$ cat src/rtl/exc_arbiter.sv
// exc_arbiter: MEM-stage exception arbiter and MEM/MEM-pt2 exception register.
// Selects one prioritised exception code per captured instruction, registers it
// together with the instruction attributes, then locks out capture for
// FLUSH_CYCLES cycles so instructions being flushed cannot raise another code.
// Optional feature macro: EXC_ARB_INT_HOLD_EN (latch IP pulses until taken).

package exc_arbiter_pkg;
    // Encoded exception code handed to cp0; zero means no exception.
    typedef enum logic [3:0] {
        EXC_NONE      = 4'd0,
        EXC_INT       = 4'd1,
        EXC_WRPC      = 4'd2,
        EXC_INVALID   = 4'd3,
        EXC_OVFL      = 4'd4,
        EXC_SYS       = 4'd5,
        EXC_BREAK     = 4'd6,
        EXC_ERET      = 4'd7,
        EXC_WRADDR_LD = 4'd8,
        EXC_WRADDR_ST = 4'd9
    } except_bus_t;
endpackage

module exc_arbiter
    import exc_arbiter_pkg::*;
#(
    parameter int unsigned FLUSH_CYCLES = 2
) (
    input  logic        clk,
    input  logic        reset,
    input  logic        in_valid,
    input  logic        stall,
    input  logic [31:0] in_pc,
    input  logic        in_delay_slot,
    input  logic [31:0] in_mem_addr,
    input  logic [7:0]  in_exc_flags,
    input  logic [31:0] cp0_status,
    input  logic [31:0] cp0_cause,
    output except_bus_t except_type_cp0,
    output logic        delay_slot_cp0,
    output logic [31:0] pc_mempt2,
    output logic [31:0] mem_addr_ex
);

    localparam logic [3:0] FLUSH_LOAD = 4'(FLUSH_CYCLES);

    typedef enum logic {
        ST_RUN  = 1'b0,
        ST_LOCK = 1'b1
    } state_t;

    state_t      state_q, state_d;
    logic [3:0]  cnt_q, cnt_d;
    except_bus_t exc_q, exc_d;
    logic        ds_q, ds_d;
    logic [31:0] pc_q, pc_d;
    logic [31:0] addr_q, addr_d;

    logic [7:0]  ip_req;
    logic        int_ok;
    logic        int_take;
    logic        cap;
    except_bus_t code;
    logic [31:0] addr_sel;

    // Flag vector fields, bit 7..0 = {eret, ades, adel_ld, brk, sys, ov, ri, adel_if}
    logic f_eret, f_ades, f_adel_ld, f_brk, f_sys, f_ov, f_ri, f_adel_if;
    assign {f_eret, f_ades, f_adel_ld, f_brk, f_sys, f_ov, f_ri, f_adel_if} = in_exc_flags;

    // Status/Cause bits outside IE, EXL, IM and IP play no part here.
    logic unused_cp0_bits;
    assign unused_cp0_bits = ^{cp0_status[31:16], cp0_status[7:2], cp0_cause[31:16], cp0_cause[7:0]};

`ifdef EXC_ARB_INT_HOLD_EN
    logic [7:0] int_pend_q, int_pend_d;

    // Pending-IP accumulator: every IP pulse sticks until an interrupt is issued.
    always_comb begin
        int_pend_d = int_pend_q | cp0_cause[15:8];
        if (cap && (code == EXC_INT)) begin
            int_pend_d = 8'h00;
        end
    end

    // Pending-IP register.
    always_ff @(posedge clk or posedge reset) begin
        if (reset) begin
            int_pend_q <= 8'h00;
        end else begin
            int_pend_q <= int_pend_d;
        end
    end

    assign ip_req = cp0_cause[15:8] | int_pend_q;
`else
    assign ip_req = cp0_cause[15:8];
`endif

    // Interrupt recognition and fixed-priority code selection for the MEM instruction.
    always_comb begin
        int_ok   = cp0_status[0] & ~cp0_status[1];
        int_take = int_ok & (|(ip_req & cp0_status[15:8]));
        cap      = in_valid & ~stall & (state_q == ST_RUN);

        code = EXC_NONE;
        if (int_take)       code = EXC_INT;
        else if (f_adel_if) code = EXC_WRPC;
        else if (f_ri)      code = EXC_INVALID;
        else if (f_ov)      code = EXC_OVFL;
        else if (f_sys)     code = EXC_SYS;
        else if (f_brk)     code = EXC_BREAK;
        else if (f_eret)    code = EXC_ERET;
        else if (f_adel_ld) code = EXC_WRADDR_LD;
        else if (f_ades)    code = EXC_WRADDR_ST;

        // A fetch address error reports the faulting PC as the bad address.
        addr_sel = (code == EXC_WRPC) ? in_pc : in_mem_addr;
    end

    // RUN/LOCK next-state and registered-output logic.
    always_comb begin
        state_d = state_q;
        cnt_d   = cnt_q;
        exc_d   = EXC_NONE;
        ds_d    = ds_q;
        pc_d    = pc_q;
        addr_d  = addr_q;

        case (state_q)
            ST_RUN: begin
                if (cap) begin
                    exc_d  = code;
                    ds_d   = in_delay_slot;
                    pc_d   = in_pc;
                    addr_d = addr_sel;
                    if (code != EXC_NONE) begin
                        cnt_d   = FLUSH_LOAD;
                        state_d = ST_LOCK;
                    end
                end
            end
            ST_LOCK: begin
                // Counts down unconditionally; the last lock cycle hands back to RUN.
                cnt_d = cnt_q - 4'd1;
                if (cnt_q <= 4'd1) begin
                    cnt_d   = 4'd0;
                    state_d = ST_RUN;
                end
            end
            default: begin
                state_d = ST_RUN;
                cnt_d   = 4'd0;
            end
        endcase
    end

    // State, counter and MEM-pt2 exception registers.
    always_ff @(posedge clk or posedge reset) begin
        if (reset) begin
            state_q <= ST_RUN;
            cnt_q   <= 4'd0;
            exc_q   <= EXC_NONE;
            ds_q    <= 1'b0;
            pc_q    <= 32'h0;
            addr_q  <= 32'h0;
        end else begin
            state_q <= state_d;
            cnt_q   <= cnt_d;
            exc_q   <= exc_d;
            ds_q    <= ds_d;
            pc_q    <= pc_d;
            addr_q  <= addr_d;
        end
    end

    assign except_type_cp0 = exc_q;
    assign delay_slot_cp0  = ds_q;
    assign pc_mempt2       = pc_q;
    assign mem_addr_ex     = addr_q;

endmodule
$ cat config.mk
export PLATFORM = sky130hd
export DESIGN_NAME = exc_arbiter
export DESIGN_NICKNAME = d
export VERILOG_FILES = /design/src/rtl/exc_arbiter.sv
export SDC_FILE = /design/constraint.sdc
export NUM_CORES = 1
export LEC_CHECK = 0
export BUFFER_PORTS_ARGS = -buffer_cell sky130_fd_sc_hd__buf_2
export CORE_MARGIN = 3
export CORE_UTILIZATION = 41
export CTS_CLUSTER_SIZE = 28
export DETAILED_ROUTE_END_ITERATION = 10
export GPL_ROUTABILITY_DRIVEN = 0
export GPL_TIMING_DRIVEN = 0
export PLACE_DENSITY_LB_ADDON = 0.08
export SYNTH_ARGS = -nofsm -noshare
export SYNTH_HDL_FRONTEND = slang
export SYNTH_SLANG_ARGS = --single-unit
export TNS_END_PERCENT = 20
$ cat constraint.sdc
create_clock -name clk -period 4.2 [get_ports clk]
set_input_delay 0.84 -clock clk [delete_from_list [all_inputs] [get_ports clk]]
set_output_delay 0.84 -clock clk [all_outputs]
set_load 0.1 [all_outputs]
# After elaboration in Yosys (flattened, before gate mapping)
# Cells that the tools add are included.
[totals]
reg_bits = 74
latch_bits = 0
ramBits = 0
romBits = 0
input_bits = 141
output_inout_bits = 69
wordCells = 43
mem_count = 0
[op_classes]
add_sub_neg = 1
multipliers = 0
n_div = 0
magnitude_cmp = 1
eq_ne = 3
shift = 0
mux = 20
n_bitwise = 8
n_reduce_logical = 4
[ops]
columns = ["op", "n"]
rows = [
  ["2-to-1 mux 4 bit", 14],
  ["2-to-1 mux 32 bit", 1],
  ["bitwise AND 8 bit", 1],
  ["one-hot mux 4 bit (2 select lines)", 1],
  ["OR reduction 8 bit", 1],
  ["bitwise AND 1 bit", 4],
  ["== test 4 x 2 -> 1 bit, second input constant", 1],
  ["<= comparator 4 x 1 -> 1 bit, second input constant", 1],
  ["AND reduction 2 bit", 2],
  ["nonzero test 4 bit", 1],
  ["subtractor 4 x 1 -> 4 bit, second input constant", 1],
  ["2-to-1 mux 1 bit", 3],
  ["NOT 1 bit", 3],
  ["!= test 2 x 1 -> 1 bit, second input constant", 1],
  ["!= test 2 bit, second input constant", 1],
  ["one-hot mux 1 bit (2 select lines)", 1],
]

# Logic depth before layout (Yosys ltp)
# Gate-level depths: netlist of run 1.
[depth]
depth_word = 13
mapped_depth = 7
ltp_nobuf = 6

# Worst setup path before layout of run 1
# Ideal clock, no wire load.
[synth_timing]
path_kind = "in2reg"
start = "input cp0_status[1]"
end = "register addr_q[0] (netlist: mem_addr_ex[0])"
setup_ps = 123
t_arrival_ps = 1780
required_ps = 4077
path_slack_ps = 2297
path_stages = 7
path_buffers = 2
path_cell_list = "nand2b_1 a41oi_4 nor2b_2 buf_6 buf_12 a21oi_2 a21oi_2"
[synth_via]
elab_chain_len = 6
[synth_lines]
columns = ["item", "line_no", "rtl"]
rows = [
  ["start, declared", "36", "input logic [31:0] cp0_status,"],
  ["NOT 1 bit", "100", "int_ok = cp0_status[0] & ~cp0_status[1];"],
  ["bitwise AND 1 bit", "100", ""],
  ["bitwise AND 1 bit", "101", "int_take = int_ok & (|(ip_req & cp0_status[15:8]));"],
  ["2-to-1 mux 4 bit", "105", "if (int_take) code = EXC_INT;"],
  ["== test 4 x 2 -> 1 bit", "116", "addr_sel = (code == EXC_WRPC) ? in_pc : in_mem_addr;"],
  ["2-to-1 mux 32 bit", "116", ""],
  ["end signal, assigned", "171", "addr_q <= addr_d;"],
  ["end, declared", "56", "logic [31:0] addr_q, addr_d;"],
]
# No other way between the ends.
# A chain may end at the register's enable or synchronous reset.

# Final worst setup path of run 1
[layout_timing]
start = "register pc_q[18] (netlist: pc_mempt2[18])"
end = "output pc_mempt2[18]"
[layout_rtl]
columns = ["item", "line_no", "rtl"]
rows = [
  ["start, declared", "55", "logic [31:0] pc_q, pc_d;"],
  ["start signal, assigned", "170", "pc_q <= pc_d;"],
  ["end, declared", "40", "output logic [31:0] pc_mempt2,"],
]
# No word-level cell between the ends.

==> results of run 1 <==
cells in the mapped netlist:
cell type / n / area, µm²
o31ai_1: 2 / 15.01
nor2b_2: 1 / 8.760
inv_1: 6 / 22.52
o31ai_2: 1 / 12.51
buf_4: 4 / 30.03
nor4b_1: 1 / 8.760
nor4_1: 1 / 6.260
clkbuf_1: 3 / 11.26
a21oi_1: 8 / 40.04
nor3_1: 2 / 10.01
a41oi_4: 1 / 27.53
or2_1: 1 / 6.260
nand3_1: 1 / 5.000
o21bai_1: 1 / 7.510
o221ai_1: 1 / 8.760
a22oi_2: 4 / 50.05
buf_2: 11 / 55.05
nor4_4: 1 / 21.27
ha_1: 2 / 25.02
buf_6: 1 / 11.26
o21ai_0: 3 / 15.01
dfrtp_1: 74 / 1852
nand2b_2: 1 / 8.760
buf_12: 3 / 60.06
a21oi_2: 60 / 525.5
nand2b_1: 4 / 25.02
nor2_1: 40 / 150.1
nand2_1: 135 / 506.7
nor4_2: 1 / 12.51
stage by stage:
step / utilization [%] / instance area [µm²] / setup slack, ns
floorplan: - / 3538 / 1.478
global placement: 54.05 / 4486 / 0.4323
detailed placement: 54.32 / 4508 / 1.878
CTS: 56.29 / 4672 / 2.196
global route: 56.29 / 4672 / 2.141
finish: 56.29 / 4672 / 2.214
placed cells by master, fill, tap and decap left out, types with 3 or more instances in the layout:
cell type / netlist / routed
clkinv_2: 0 / 3
nand2b_1: 4 / 4
o21ai_0: 3 / 3
a21oi_2: 60 / 60
buf_12: 3 / 4
nand2_1: 135 / 135
buf_4: 4 / 4
buf_2: 11 / 174
inv_1: 6 / 5
nor2_1: 40 / 40
a21oi_1: 8 / 8
a22oi_2: 4 / 4
dfrtp_1: 74 / 74
clkbuf_8: 0 / 10
clkbuf_1: 3 / 6
tightest hold or removal path: cells and delay by family (launching register included):
family | cells | cell delay, ns
flip-flops | 1 | 0.34
AND/OR/NAND/NOR | 2 | 0.10
worst min path at each step:
stage,from,cells past startpoint,to
after floorplan,cnt_q[0],1,cnt_q[0]
after global placement,pc_mempt2[28],2,pc_mempt2[28]
after detailed placement,pc_mempt2[0],2,pc_mempt2[0]
after CTS,pc_mempt2[0],2,pc_mempt2[0]
after global routing,pc_mempt2[0],2,pc_mempt2[0]
final,delay_slot_cp0,2,delay_slot_cp0
metal layers:
metal / up-vias / part of all wire (%)
met4: 0 / 2.3
met5: - / 0
met2: 94 / 49
met3: 16 / 6.3
met1: 1476 / 42
li1: 1559 / -
state kept, by name (all words and copies together) (netlist names):
register,count
except_type_cp0,4
state_q,1
pc_mempt2,32
cnt_q,4
delay_slot_cp0,1
mem_addr_ex,32
cell families (layout without fill, tap and decap cells):
logic type	Yosys count	after routing	share of synthesized area, %
buffers and inverters	28	208	5.375
AND/OR/NAND/NOR	189	189	21.75
adder cells (fa/ha/maj)	2	2	0.7071
AO/OA/AOI/OAI	81	81	19.84
flip-flops	74	74	52.33
area by class of cell:
cell class	count	area, µm²
inverter	6	25.02
clock inverter	3	15.01
timing repair buffer	164	835.8
clock buffer	13	148.9
multi-input combinational	272	1496
fill	781	3627
sequential	74	1852
buffer	22	167.7
tap	105	131.4
==> flow_metrics.env, run 1 <==
export IMPL_worstPathMaxFanout=2
export IMPL_reg2reg_to="mem_addr_ex[4]"
export IMPL_worst_setup_path_type="reg -> out"
export IMPL_grtUsageTotal_pct=20.04
export IMPL_drive_above_1_share_pct=48.19
export IMPL_syn_nets=517
export IMPL_worst_pin_slew_ns=0.5339
export IMPL_rsz0062_at_grt="no"
export IMPL_cts_tree="yes"
export IMPL_antenna_found_initial=0
export IMPL_slew_headroom_pct=64.41
export IMPL_drtPass1Iterations=4
export IMPL_htreeDepth=3
export IMPL_io_buffers=163
export IMPL_met3_usage_pct=4.742
export IMPL_grt_overflow_total=0
export IMPL_cts_num_sinks=74
export IMPL_use_met1_pct=25.03
export IMPL_synth_area_per_cell_um2=9.461
export IMPL_cts_buffers=9
export IMPL_setup_viol=0
export IMPL_critPathArrivalTime_ns=1.15
export IMPL_layout_nets=692
export IMPL_ys_types=29
export IMPL_fin_cells=659
export IMPL_cp_startpoint="pc_mempt2[18]"
export IMPL_tns_ns=0
export IMPL_std_cell_rows=33
export IMPL_synth_cell_area_um2=3538
export IMPL_r2r_start="state_q"
export IMPL_drv_slew=0
export IMPL_ff2ff_setup_slack_ns=2.57
export IMPL_fin_hold_ws_ns=0.4714
export IMPL_clk_pin_slew_ns=0.08
export IMPL_hold_violations=0
export IMPL_critPathMaxStageDelay_ns=0.44
export IMPL_finClkSkew_ns=0.005839
export IMPL_initial_core_util_pct=42.64
export IMPL_synth_sequential_area_ratio_pct=52.33
export IMPL_yosysWarningCount=0
export IMPL_end_kind="output port"
export IMPL_grt_max_degree=41
export IMPL_grt_pass1_wl_mm=15.59
export IMPL_cts_hold_buf=0
export IMPL_ctsLongestPathBuffers=2
export IMPL_crit_slowest_cell="buf_2"
export IMPL_fp_dieW_um=98.90
export IMPL_antenna_violating_nets_post_route=0
export IMPL_vias=3145
export IMPL_dieArea_um2=9781
export IMPL_cp_start_kind="flop"
export IMPL_syn_to_final_growth_pct=32.04
export IMPL_use_met2_pct=33.26
export IMPL_dp_cells=643
export IMPL_crit_chain="buf_2"
export IMPL_drt_initial_drc_count=77
export IMPL_max_cap_violations=0
export IMPL_grt_busiest_layer="met2"
export IMPL_hpwlAfterDp_mm=7.234
export IMPL_routed_wl_mm=9.530
export IMPL_core_area_um2=8299
export IMPL_outcome="complete, no violations"
export IMPL_synthCells=374
export IMPL_endpoint="pc_mempt2[18]"
export IMPL_cp_num_cells=1
export IMPL_fmax_ghz=0.5036
export IMPL_die_h_um=98.90
export IMPL_drc=0
export IMPL_worst_ep_required_time_ns=3.36
export IMPL_post_route_period_util_pct=47.28
export IMPL_post_cts_resized=0
export IMPL_rr_worst_depth=5
export IMPL_fin_crit_ns=1.986
export IMPL_synth_seq_cells=74
export IMPL_worst_skew_pair_late_latency_ns=0.34
export IMPL_worstHoldPathType="reg -> reg"
export IMPL_grt_pass1_vias=3190
export IMPL_cts_setup_buffers=0
export IMPL_root_buffer="clkbuf_8"
export IMPL_antenna_cells=0
export IMPL_path_delay_family="buffers and inverters"
export IMPL_via_per_inst=4.772
export IMPL_crit_buf_inv=1
export IMPL_post_drt_wl_per_cell_um=14.46
export IMPL_io_pins=210
Power of run 1 is not shown: default switching activity piles up to over one toggle a cycle in this logic, so the estimate is an artifact.
==> run 2: changes to the inputs <==
==> constraint.sdc (replaced) <==
create_clock -name clk -period 2 [get_ports clk]
set_input_delay 0.4 -clock clk [delete_from_list [all_inputs] [get_ports clk]]
set_output_delay 0.4 -clock clk [all_outputs]
set_load 0.1 [all_outputs]
==> run 2 against run 1 <==
Worst hold slack lost 0.27 ns. Die area stayed put. Global-route usage grew 0.23 points. Worst setup slack got worse by 1.9 ns. Register-to-register slack worse by 2.2 ns. Highest routed layer unchanged.
==> flow_metrics.env, run 2 (synthesis results as in run 1) <==
export IMPL_outcome="complete, no violations"
export IMPL_ctsLongestPathBuffers=2
export IMPL_worst_ep_required_time_ns=2.27
export IMPL_worst_skew_pair_late_latency_ns=0.34
export IMPL_setup_viol=0
export IMPL_seqCellArea_um2=1852
export IMPL_critPathArrivalTime_ns=1.94
export IMPL_cp_start_kind="flop"
export IMPL_end_kind="flop"
export IMPL_final_common_cell="buf_2"
export IMPL_num_fill_cells=796
export IMPL_grtUsageTotal_pct=20.27
export IMPL_drv_slew=0
export IMPL_mostFrequentLayoutCells="174 x buf_2, 135 x nand2_1, 74 x dfrtp_1"
export IMPL_grt_overflow_total=0
export IMPL_io_buffers=163
export IMPL_fp_dieW_um=98.90
export IMPL_dieArea_um2=9781
export IMPL_worstHoldPathType="in -> async"
export IMPL_die_h_um=98.90
export IMPL_antenna_cells=0
export IMPL_initial_core_util_pct=42.64
export IMPL_post_cts_resized=0
export IMPL_via_per_inst=4.763
export IMPL_drc=0
export IMPL_vias=3139
export IMPL_dp_slack_ns=0.08939
export IMPL_worst_slack_ns=0.3289
export IMPL_root_buffer="clkbuf_8"
export IMPL_std_cell_rows=33
export IMPL_grt_pass1_vias=3238
export IMPL_finClkSkew_ns=0.009891
export IMPL_antenna_found_initial=0
export IMPL_worst_pin_slew_ns=0.8275
export IMPL_core_area_um2=8299
export IMPL_worst_setup_path_type="reg -> reg"
export IMPL_cts_buffers=9
export IMPL_multiInputGateArea_um2=1496
export IMPL_post_drt_wl_per_cell_um=14.55
export IMPL_routed_wl_mm=9.590
export IMPL_drive_above_1_share_pct=48.56
export IMPL_cts_tree="yes"
export IMPL_antenna_violating_nets_post_route=0
export IMPL_reg2reg_to="mem_addr_ex[1]"
export IMPL_rr_worst_depth=5
export IMPL_htreeDepth=3
export IMPL_post_route_period_util_pct=83.56
export IMPL_ff2ff_setup_slack_ns=0.33
export IMPL_slew_headroom_pct=44.72
export IMPL_worstPathMaxFanout=10
export IMPL_grt_pass1_wl_mm=15.97
export IMPL_cts_hold_buf=0
export IMPL_hpwlAfterDp_mm=7.269
export IMPL_grt_max_degree=40
export IMPL_r2r_start="state_q"
export IMPL_drt_initial_drc_count=86
export IMPL_rsz0062_at_grt="no"
export IMPL_layout_nets=692
export IMPL_syn_to_final_growth_pct=34.02
export IMPL_io_pins=210
export IMPL_cts_setup_buffers=0
export IMPL_fin_crit_ns=1.671
export IMPL_fmax_ghz=0.5984
export IMPL_drtPass1Iterations=4
export IMPL_cts_num_sinks=74
export IMPL_max_cap_violations=0
export IMPL_clk_pin_slew_ns=0.08
export IMPL_tns_ns=0
export IMPL_hold_violations=0
==> run 2: changes by cell type in the layout (fill, tap and decap cells not counted) <==
cell,change
clkinvlp_4,+1
clkbuf_1,-2
clkbuf_8,-1
bufinv_16,+3
inv_4,-1
==> run 2: critical path, cell delays in order (launching register included) <==
cell	delay, ns
dfrtp_1	0.44
nor2_1	0.36
buf_2	0.31
buf_2	0.30
nor2_1	0.08
a21oi_2	0.10
==> run 2: stage by stage <==
stage / instances / hold WS, ns / util, % / area [µm²]
floorplan: 374 / 0.4722 / - / 3542
global placement: 642 / 0.4543 / 54.09 / 4489
detailed placement: 643 / 0.4568 / 54.33 / 4509
CTS: 659 / 0.2188 / 57.14 / 4742
global route: 659 / 0.2431 / 57.14 / 4742
finish: 659 / 0.2050 / 57.14 / 4742
==> run 2: area by class of cell <==
class / count / area share [%]
inverter: 6 / 0.5541
buffer: 22 / 3.536
clock inverter: 6 / 2.216
clock buffer: 10 / 2.691
tap: 105 / 2.770
multi-input combinational: 272 / 31.56
timing repair buffer: 164 / 17.63
sequential: 74 / 39.05
==> run 2: how the worst max path moves through the flow <==
stage / start / to / slack (ns) / cells past startpoint
after global placement: stall / mem_addr_ex[2] / 0.12 / 7
after detailed placement: stall / mem_addr_ex[5] / 0.09 / 7
after floorplan: cp0_status[1] / mem_addr_ex[0] / 0.54 / 7
after global routing: state_q / mem_addr_ex[3] / 0.18 / 5
after CTS: state_q / mem_addr_ex[0] / 0.30 / 5
final: state_q / mem_addr_ex[1] / 0.33 / 5
==> run 2: metal layers <==
metal	up-vias	GRT usage (%)	wire length (µm)
li1	1563	-	-
met1	1470	26.80	4214
met2	95	32.33	4530
met3	11	5.520	721
met4	0	6.618	124
met5	-	0	0
Power of run 2 is left out for the same reason.
==> run 3: changes to the inputs <==
--- a/config.mk
+++ b/config.mk
@@ -5,6 +5,7 @@
 export SDC_FILE = /design/constraint.sdc
 export NUM_CORES = 1
 export LEC_CHECK = 0
+export ABC_AREA = 1
 export BUFFER_PORTS_ARGS = -buffer_cell sky130_fd_sc_hd__buf_2
 export CORE_MARGIN = 3
 export CORE_UTILIZATION = 41
==> constraint.sdc (replaced) <==
create_clock -name clk -period 1.75 [get_ports clk]
set_input_delay 0.35 -clock clk [delete_from_list [all_inputs] [get_ports clk]]
set_output_delay 0.35 -clock clk [all_outputs]
set_load 0.1 [all_outputs]
==> run 3 against run 2 <==
Die area increased by 3.0%. Routed wire length is 11% higher. Via count increased by 16%. Sequential share of layout area is 1.1 points lower. Largest cell class unchanged. Fmax is 0.83% higher. Flip-flop and latch count unchanged. Critical path depth increased by 1. Register-to-register slack worse by 0.24 ns. First-iteration DRC count up 16%. Global-route usage increased by 1.6 points. Clock-buffer cell count is 3 higher.
==> flow_metrics.env, run 3 <==
export IMPL_drt_initial_drc_count=100
export IMPL_end_kind="flop"
export IMPL_clk_pin_slew_ns=0.08
export IMPL_tns_ns=0
export IMPL_hpwlAfterDp_mm=7.976
export IMPL_antenna_cells=0
export IMPL_crit_chain="nor2_4 > inv_2 > clkbuf_1 > clkbuf_1 > nand2_1 > nand2_1"
export IMPL_finClkSkew_ns=0.01222
export IMPL_crit_slowest_cell="clkbuf_1"
export IMPL_drtPass1Iterations=4
export IMPL_crit_buf_inv=3
export IMPL_syn_to_final_growth_pct=33.74
export IMPL_synthTopCellsByArea="dfrtp_1 51%, nand2_1 17%, inv_1 8.3%"
export IMPL_htreeDepth=3
export IMPL_synth_top_cell_area_share_pct=50.70
export IMPL_ctsLongestPathBuffers=2
export IMPL_async_reset_ff_share_pct=100.0
export IMPL_antenna_violating_nets_post_route=0
export IMPL_ys_flop_type="dfrtp_1"
export IMPL_fin_crit_ns=1.657
export IMPL_drv_slew=0
export IMPL_grt_pass1_vias=3651
export IMPL_post_drt_wl_per_cell_um=13.89
export IMPL_drive_above_1_share_pct=31.41
export IMPL_max_cap_violations=0
export IMPL_routed_wl_mm=10.61
export IMPL_synth_area_per_cell_um2=7.641
export IMPL_setup_viol=0
export IMPL_path_delay_family="buffers and inverters"
export IMPL_mostFrequentLayoutCells="174 x buf_2, 164 x nand2_1, 80 x inv_1"
export IMPL_critPathMaxStageDelay_ns=0.44
export IMPL_cts_buffers=9
export IMPL_cts_tree="yes"
export IMPL_hold_violations=0
export IMPL_dp_cells=748
export IMPL_synth_cell_area_um2=3652
export IMPL_std_cell_rows=33
export IMPL_final_common_cell="buf_2"
export IMPL_syn_nets=621
export IMPL_dieArea_um2=10080
export IMPL_fin_hold_ws_ns=0.03840
export IMPL_fin_cells=764
export IMPL_fmax_ghz=0.6034
export IMPL_core_area_um2=8423
export IMPL_synthCells=478
export IMPL_synth_seq_cells=74
export IMPL_initial_core_util_pct=43.36
export IMPL_fp_dieW_um=100.4
export IMPL_worst_skew_pair_late_latency_ns=0.35
export IMPL_synth_edf_count=0
export IMPL_worst_pin_slew_ns=0.5439
export IMPL_via_per_inst=4.757
export IMPL_grtUsageTotal_pct=21.83
export IMPL_yosysWarningCount=0
export IMPL_cp_start_kind="flop"
export IMPL_outcome="complete, no violations"
export IMPL_worst_setup_path_type="reg -> reg"
export IMPL_io_buffers=163
export IMPL_rsz0062_at_grt="yes"
export IMPL_post_route_period_util_pct=94.71
export IMPL_grt_pass1_wl_mm=17.56
export IMPL_vias=3634
export IMPL_io_pins=210
export IMPL_grt_overflow_total=0
export IMPL_worst_ep_required_time_ns=2.04
export IMPL_critPathArrivalTime_ns=1.95
export IMPL_synth_common_cells="164 x nand2_1, 81 x inv_1, 74 x dfrtp_1"
export IMPL_grt_max_degree=36
export IMPL_die_h_um=100.4
export IMPL_worstPathMaxFanout=10
export IMPL_drc=0
export IMPL_layout_nets=797
export IMPL_slew_headroom_pct=63.67
export IMPL_antenna_found_initial=0
export IMPL_ys_types=23
export IMPL_synth_top_cell_by_area="dfrtp_1"
export IMPL_root_buffer="clkbuf_8"
export IMPL_synth_sequential_area_ratio_pct=50.70
export IMPL_cts_num_sinks=74
export IMPL_synth_most_common_cell="nand2_1"
export IMPL_worstHoldPathType="in -> async"
[run 3: area by class of cell]
class	instances	area (µm²)
repair buffers	165	863.3
plain buffers	26	138.9
flip-flops and latches	74	1852
inverters	83	315.3
multi-input cells	295	1360
fillers	856	3538
clock inverters	3	45.04
well taps	105	131.4
clock buffers	13	178.9
[run 3: what timing repair did]
| action | 4_1_cts | 5_1_grt |
|---|---|---|
| buffers inserted | 0 | 0 |
| hold buffers | 0 | 0 |
| gates resized for setup | 1 | 9 |
| endpoints found under the hold margin | 0 | 0 |
| endpoints found under the setup margin | 5 | 50 |
[run 3: kinds of logic (layout without fill, tap and decap cells)]
logic type / after synthesis / after routing / synth area share, %
adders and majority gates: 2 / 2 / 0.6851
xor gates and xnor gates: 1 / 1 / 0.2399
and+or+nand+nor: 249 / 249 / 29.67
buffers and inverters: 109 / 290 / 12.20
AOI/OAI and AO/OA: 43 / 43 / 6.509
DFF: 74 / 74 / 50.70
[run 3: per-stage QoR]
step	setup slack, ns	utilization [%]	cell area, µm²
CTS	0.02718	57.93	4880
detailed placement	-0.1610	55.21	4651
floorplan	0.3503	-	3656
global placement	-0.1329	54.65	4603
finish	0.09262	57.99	4885
global route	-0.08636	57.99	4885
[run 3: path summary, 6_finish.rpt]
path | startpoint | to | slack [ns] | cells after the start
max in group asynchronous | reset | pc_mempt2[24] | 1.15 | 3
min in group clk | in_delay_slot | delay_slot_cp0 | 0.20 | 3
hold reg to reg | mem_addr_ex[11] | mem_addr_ex[11] | 0.48 | 2
setup / recovery | state_q | mem_addr_ex[19] | 0.09 | 6
hold / removal | reset | except_type_cp0[1] | 0.04 | 2
setup reg to reg | state_q | mem_addr_ex[19] | 0.09 | 6
[run 3: metal layers]
| layer | vias to the layer above | wire, µm | GRT usage (%) | share of wire (%) |
|---|---|---|---|---|
| li1 | 1838 | - | - | - |
| met1 | 1681 | 4882 | 30.36 | 46 |
| met2 | 103 | 4946 | 34.71 | 47 |
| met3 | 12 | 649 | 4.170 | 6.1 |
| met4 | 0 | 131 | 6.528 | 1.2 |
| met5 | - | 0 | 0 | 0 |
Power of run 3 is left out for the same reason.
